<file path="config.mk">
export PLATFORM = sky130hd
export DESIGN_NAME = refresh_scheduler_flat
export DESIGN_NICKNAME = d
export VERILOG_FILES = /design/src/rtl/refresh_scheduler_if.sv /design/src/rtl/refresh_scheduler.sv /design/src/flat_wrapper.sv
export SDC_FILE = /design/constraint.sdc
export NUM_CORES = 1
export LEC_CHECK = 0
export CAP_MARGIN = 10
export CORE_ASPECT_RATIO = 1.75
export CORE_UTILIZATION = 60
export CTS_CLUSTER_SIZE = 28
export DETAILED_ROUTE_END_ITERATION = 8
export GPL_ROUTABILITY_DRIVEN = 0
export PLACE_DENSITY_LB_ADDON = 0.08
export SLEW_MARGIN = 25
export SYNTH_ARGS = -nofsm -noshare
export SYNTH_HDL_FRONTEND = slang
export SYNTH_SLANG_ARGS = --single-unit
</file>
<file path="constraint.sdc">
create_clock -name clk -period 3.1 [get_ports clk]
set_input_delay 0.465 -clock clk [delete_from_list [all_inputs] [get_ports clk]]
set_output_delay 0.465 -clock clk [all_outputs]
set_load 0.1 [all_outputs]
</file>
<file path="src/rtl/refresh_scheduler_if.sv">
// Host-side handshake and refresh status bundle of the refresh scheduler.
// The scheduler takes the slave modport; the host/command path takes master.
interface refresh_scheduler_if;
  logic       host_req;
  logic       host_busy;
  logic       host_grant;
  logic       ref_start;
  logic       ref_active;
  logic [3:0] pending;
  logic       urgent;
  logic       overflow;

  modport master (
    output host_req,
    output host_busy,
    input  host_grant,
    input  ref_start,
    input  ref_active,
    input  pending,
    input  urgent,
    input  overflow
  );

  modport slave (
    input  host_req,
    input  host_busy,
    output host_grant,
    output ref_start,
    output ref_active,
    output pending,
    output urgent,
    output overflow
  );
endinterface

</file>
<file path="src/rtl/refresh_scheduler.sv">
// DRAM refresh scheduler: counts refresh intervals, keeps a bounded count of
// owed refreshes, and arbitrates the bus between the host and refresh.
// Refresh is postponed while the host is requesting, unless the backlog has
// reached the urgent level, in which case the host is preempted.
module refresh_scheduler #(
  parameter int TREFI    = 7800,
  parameter int TRFC     = 104,
  parameter int MAX_PEND = 8,
  parameter int URG_TH   = 6
) (
  input  logic               clk,
  input  logic               rst,
  refresh_scheduler_if.slave bus
);

  localparam int CW = (TREFI > 1) ? $clog2(TREFI) : 1;
  localparam int TW = (TRFC > 1) ? $clog2(TRFC) : 1;

  localparam logic [CW-1:0] CNT_MAX  = CW'(TREFI - 1);
  localparam logic [TW-1:0] TRFC_M1  = TW'(TRFC - 1);
  localparam logic [3:0]    PEND_MAX = 4'(MAX_PEND);
  localparam logic [3:0]    URG_LVL  = 4'(URG_TH);

  typedef enum logic [1:0] {
    IDLE    = 2'd0,
    DRAIN   = 2'd1,
    REFRESH = 2'd2,
    WAIT    = 2'd3
  } state_t;

  state_t        state_q, state_d;
  logic [CW-1:0] cnt_q;
  logic [TW-1:0] timer_q, timer_d;
  logic [3:0]    pending_q, pending_d;
  logic          urgent_q;
  logic          overflow_q, overflow_d;

  logic          tick;
  logic          dec;
  logic          want_ref;
  logic          grant_c, start_c, active_c;

  // The wrap cycle of the interval counter is the refresh tick.
  assign tick     = (cnt_q == CNT_MAX);
  // The single REFRESH cycle retires one owed refresh.
  assign dec      = (state_q == REFRESH);
  // Refresh wins in IDLE when something is owed and either the backlog is
  // urgent or the host is not asking for the bus.
  assign want_ref = (pending_q != 4'd0) && (urgent_q || !bus.host_req);

  // Free-running interval counter, independent of the FSM state.
  always_ff @(posedge clk) begin
    if (rst) begin
      cnt_q <= '0;
    end else if (tick) begin
      cnt_q <= '0;
    end else begin
      cnt_q <= cnt_q + CW'(1);
    end
  end

  // Owed-refresh accounting; a tick and a retire in the same cycle cancel.
  always_comb begin
    pending_d  = pending_q;
    overflow_d = overflow_q;
    if (tick && !dec) begin
      if (pending_q == PEND_MAX) begin
        overflow_d = 1'b1;
      end else begin
        pending_d = pending_q + 4'd1;
      end
    end else if (!tick && dec) begin
      pending_d = pending_q - 4'd1;
    end
  end

  // Registered backlog, urgency flag and sticky overflow.
  always_ff @(posedge clk) begin
    if (rst) begin
      pending_q  <= 4'd0;
      urgent_q   <= 1'b0;
      overflow_q <= 1'b0;
    end else begin
      pending_q  <= pending_d;
      urgent_q   <= (pending_d >= URG_LVL);
      overflow_q <= overflow_d;
    end
  end

  // FSM state and recovery timer registers.
  always_ff @(posedge clk) begin
    if (rst) begin
      state_q <= IDLE;
      timer_q <= '0;
    end else begin
      state_q <= state_d;
      timer_q <= timer_d;
    end
  end

  // Next-state logic; the WAIT timer counts TRFC-1 down to 0 so WAIT spans
  // exactly TRFC cycles.
  always_comb begin
    state_d = state_q;
    timer_d = timer_q;
    case (state_q)
      IDLE: begin
        if (want_ref) begin
          state_d = DRAIN;
        end
      end
      DRAIN: begin
        if (!bus.host_busy) begin
          state_d = REFRESH;
        end
      end
      REFRESH: begin
        timer_d = TRFC_M1;
        state_d = WAIT;
      end
      WAIT: begin
        if (timer_q == '0) begin
          state_d = IDLE;
        end else begin
          timer_d = timer_q - TW'(1);
        end
      end
      default: state_d = IDLE;
    endcase
  end

  // Output decode; the host is only ever granted from IDLE.
  always_comb begin
    grant_c  = 1'b0;
    start_c  = 1'b0;
    active_c = 1'b0;
    case (state_q)
      IDLE: begin
        grant_c = bus.host_req && !want_ref;
      end
      DRAIN: begin
        active_c = 1'b1;
      end
      REFRESH: begin
        start_c  = 1'b1;
        active_c = 1'b1;
      end
      WAIT: begin
        active_c = 1'b1;
      end
      default: begin
        grant_c  = 1'b0;
        start_c  = 1'b0;
        active_c = 1'b0;
      end
    endcase
  end

  assign bus.host_grant = grant_c;
  assign bus.ref_start  = start_c;
  assign bus.ref_active = active_c;
  assign bus.pending    = pending_q;
  assign bus.urgent     = urgent_q;
  assign bus.overflow   = overflow_q;

endmodule

</file>
<file path="src/flat_wrapper.sv">
// flat-port wrapper written by rule: the top's interface ports become plain ports
module refresh_scheduler_flat 
#(
  parameter int TREFI    = 7800,
  parameter int TRFC     = 104,
  parameter int MAX_PEND = 8,
  parameter int URG_TH   = 6
)
  (clk, rst, bus_host_req, bus_host_busy, bus_host_grant, bus_ref_start, bus_ref_active, bus_pending, bus_urgent, bus_overflow);
  refresh_scheduler_if bus_i ();
  input  logic clk;
  input  logic rst;
  input wire logic [$bits(bus_i.host_req)-1:0] bus_host_req;
  input wire logic [$bits(bus_i.host_busy)-1:0] bus_host_busy;
  output wire logic [$bits(bus_i.host_grant)-1:0] bus_host_grant;
  output wire logic [$bits(bus_i.ref_start)-1:0] bus_ref_start;
  output wire logic [$bits(bus_i.ref_active)-1:0] bus_ref_active;
  output wire logic [$bits(bus_i.pending)-1:0] bus_pending;
  output wire logic [$bits(bus_i.urgent)-1:0] bus_urgent;
  output wire logic [$bits(bus_i.overflow)-1:0] bus_overflow;
  assign bus_i.host_req = bus_host_req;
  assign bus_i.host_busy = bus_host_busy;
  assign bus_host_grant = bus_i.host_grant;
  assign bus_ref_start = bus_i.ref_start;
  assign bus_ref_active = bus_i.ref_active;
  assign bus_pending = bus_i.pending;
  assign bus_urgent = bus_i.urgent;
  assign bus_overflow = bus_i.overflow;
  refresh_scheduler #(.TREFI(TREFI), .TRFC(TRFC), .MAX_PEND(MAX_PEND), .URG_TH(URG_TH)) u_core (.clk(clk), .rst(rst), .bus(bus_i));
endmodule
</file>
==> reports/metrics.cfg <==
[run_status]
status = complete, no violations

[floorplan]
rows = 23
die_area_um2 = 2675
die_w_um = 39.53
coreArea_um2 = 2302
initial_utilization_pct = 64.24
pin_count = 13
die_h_um = 67.68

[placed_design]
dpl.hpwl_mm = 2.119
place_ws_ns = 0.9243
port_buffers = 12

[critical_path]
crit_end = u_core.bus.urgent
r2r_cells = 6
start_kind = flop
worst_ep_arrival_time_ns = 2.38
path_max_fanout = 6
worstReg2RegStart = u_core.cnt_q[8]
r2r-end = u_core.bus.urgent
worstPathRequired_ns = 3.25
criticalPathCategory = flop to flop
setup.reg_to_reg.worst_slack_ns = 0.87
crit_start = u_core.cnt_q[8]
endpoint_kind = flop

[synthesis]
synthesis.nets = 182
post-synth-top-area-cell = dfxtp_1
synthFlopType = dfxtp_1
syn_area_per_cell_um2 = 8.856
yosys_warnings = 0
seq_area_frac_synth_pct = 37.90
ys_types = 41
synthCells = 167
ys_ff_latch = 28
yosys-top-cells-area = dfxtp_1, ha_1, xor2_1, nor2_1, xnor2_1
async_flop_share_pct = 0
synth_edf_count = 0
netlist_area_um2 = 1479
synth_top_area_share_pct = 37.90

[power_and_ir_drop]
seq_power_share_pct = 46.8
p_leak_nw = 0.6312
power.share.clock_pct = 26.4
vdd_drop_max_v = 0.0004016
netSwitchingFraction_pct = 33.99
finalPower_mw = 0.8408
pwr-share-comb_pct = 26.9
switching_power_mw = 0.2858
internal_power_mw = 0.5550
powerDensity_nw_per_um2 = 510.2

[route]
vias_per_cell = 5.647
antenna_left = 0
drt-pass1-iter-count = 4
drt-total-wl_mm = 2.704
first_iter_violations = 14
wl_per_cell_um = 13.25
drc = 0
vias = 1152

[global_routing]
grt_max_degree = 17
grt_usage_pct = 23.37
overflow = 0
grt_pass1_wl_mm = 4.381
antenna_found_initial = 0
grt_pass1_vias = 1112

[clock_tree]
ctsResizeCount = 0
holdBufCountCts = 0
cts_inserted_buffers = 3
root_buffer = clkbuf_8
tritoncts = built
clock_sinks = 28
cts_setup_buffers = 0
clk_pin_slew_ns = 0.09
clk_latency_ns = 0.27
clk_path_buf_depth = 2
htree_levels = 1

[final_layout]
fillers = 179
drive_gt1_share_pct = 13.41
final_cell_mix = dfxtp_1, nor2_1, inv_1, ha_1, buf_4
antenna_cells = 0
fin_nets = 195
fin_util_pct = 71.58
area_growth_pct = 11.42
mostFrequentLayoutCell = dfxtp_1
regArea_um2 = 560.5
multi_input_area_um2 = 847.1

[sta]
fin_worst_skew_ns = 0.006417
tightest_slew_ns = 0.4889
slew_headroom_pct = 67.41
setup_viol = 0
layout_setup_ws_ns = 0.8723
max_freq_mhz = 448.9
rsz0062_at_grt = false
min_period_over_period_pct = 71.86
period_minus_slack_ns = 2.228
drv_slew = 0
timing.setup.tns_ns = 0
hold_viol = 0

[min_path]
hold_path.class = flop to flop

[flow_run]
maxCapViolCount = 0

## synthesized netlist by cell type (all sizes together) (2+ instances only)
cell,count
nor3b,3
mux2i,4
a21oi,7
nor2b,2
buf,3
nor3,7
and3,2
nand4,2
xnor2,7
nand2b,3
clkbuf,3
inv,11
dfxtp,28
nand2,8
nor2,22
o21ai,3
ha,11
a211oi,3
nor4,2
nand3b,2
nand3,9
xor2,10
## metrics by stage
step / cells / hold slack, ns / instance area, um^2
after global placement: 200 / 0.4418 / 1593
final: 204 / 0.4813 / 1648
after detailed placement: 200 / 0.4603 / 1593
after floorplan: 167 / 0.4298 / 1481
after CTS: 204 / 0.4874 / 1648
after global routing: 204 / 0.5121 / 1648
## final cells by class
cell class / count / share of cell area, %
flip-flops and latches: 28 / 34.02
well taps: 25 / 1.898
inverters: 11 / 2.506
clock buffers: 4 / 3.341
repair buffers: 14 / 6.834
multi-input cells: 122 / 51.40
## sequential cells by signal, summed over array words and instances, names as in the netlist
signal	flops
u_core.cnt_q	13
u_core.timer_q	7
u_core.bus.pending	4
u_core.state_q	2
u_core.bus.overflow	1
u_core.bus.urgent	1
## logic make-up after synthesis
family / Yosys count / synth area share [%]
flops: 28 / 37.90
buf+inv: 17 / 4.991
mux: 5 / 3.469
compound gates: 19 / 9.052
fa+ha+maj: 11 / 9.306
simple gates: 70 / 25.21
xor+xnor: 17 / 10.07
## power by group through the flow
stage          clock network (mW)  logic, mW  registers, mW
4_1_cts                     0.227      0.228          0.393
2_1_floorplan                   0      0.164          0.419
5_1_grt                     0.239      0.248          0.397
3_5_place_dp                    0      0.227          0.402
3_3_place_gp                    0      0.223          0.401
6_report                    0.222      0.226          0.393
## worst min path at each step
stage | startpoint | end | slack, ns | cells past startpoint
after floorplan | u_core.cnt_q[0] | u_core.cnt_q[0] | 0.43 | 1
after global placement | u_core.cnt_q[0] | u_core.cnt_q[0] | 0.44 | 1
after detailed placement | u_core.cnt_q[0] | u_core.cnt_q[0] | 0.46 | 1
after CTS | u_core.cnt_q[0] | u_core.cnt_q[0] | 0.49 | 1
after global routing | u_core.cnt_q[0] | u_core.cnt_q[0] | 0.51 | 1
final | u_core.cnt_q[0] | u_core.cnt_q[0] | 0.48 | 1
## worst max-delay path, cell delays in order (launching register included)
cell and delay (ns):
dfxtp_1 0.34, or4b_1 0.54, nor3_2 0.28, buf_4 0.22, mux2_2 0.35, a211oi_2 0.27
o22ai_2 0.11
## layer usage
metal  part of all wire, %  vias up  track usage [%]
met3                   1.7        9            2.303
met1                    40      535            21.83
met4                   3.3        0            13.79
li1                      -      595                -
met2                    55       13            44.47
met5                     0        -                0
Note: power is estimated with default switching activity, not from simulation.
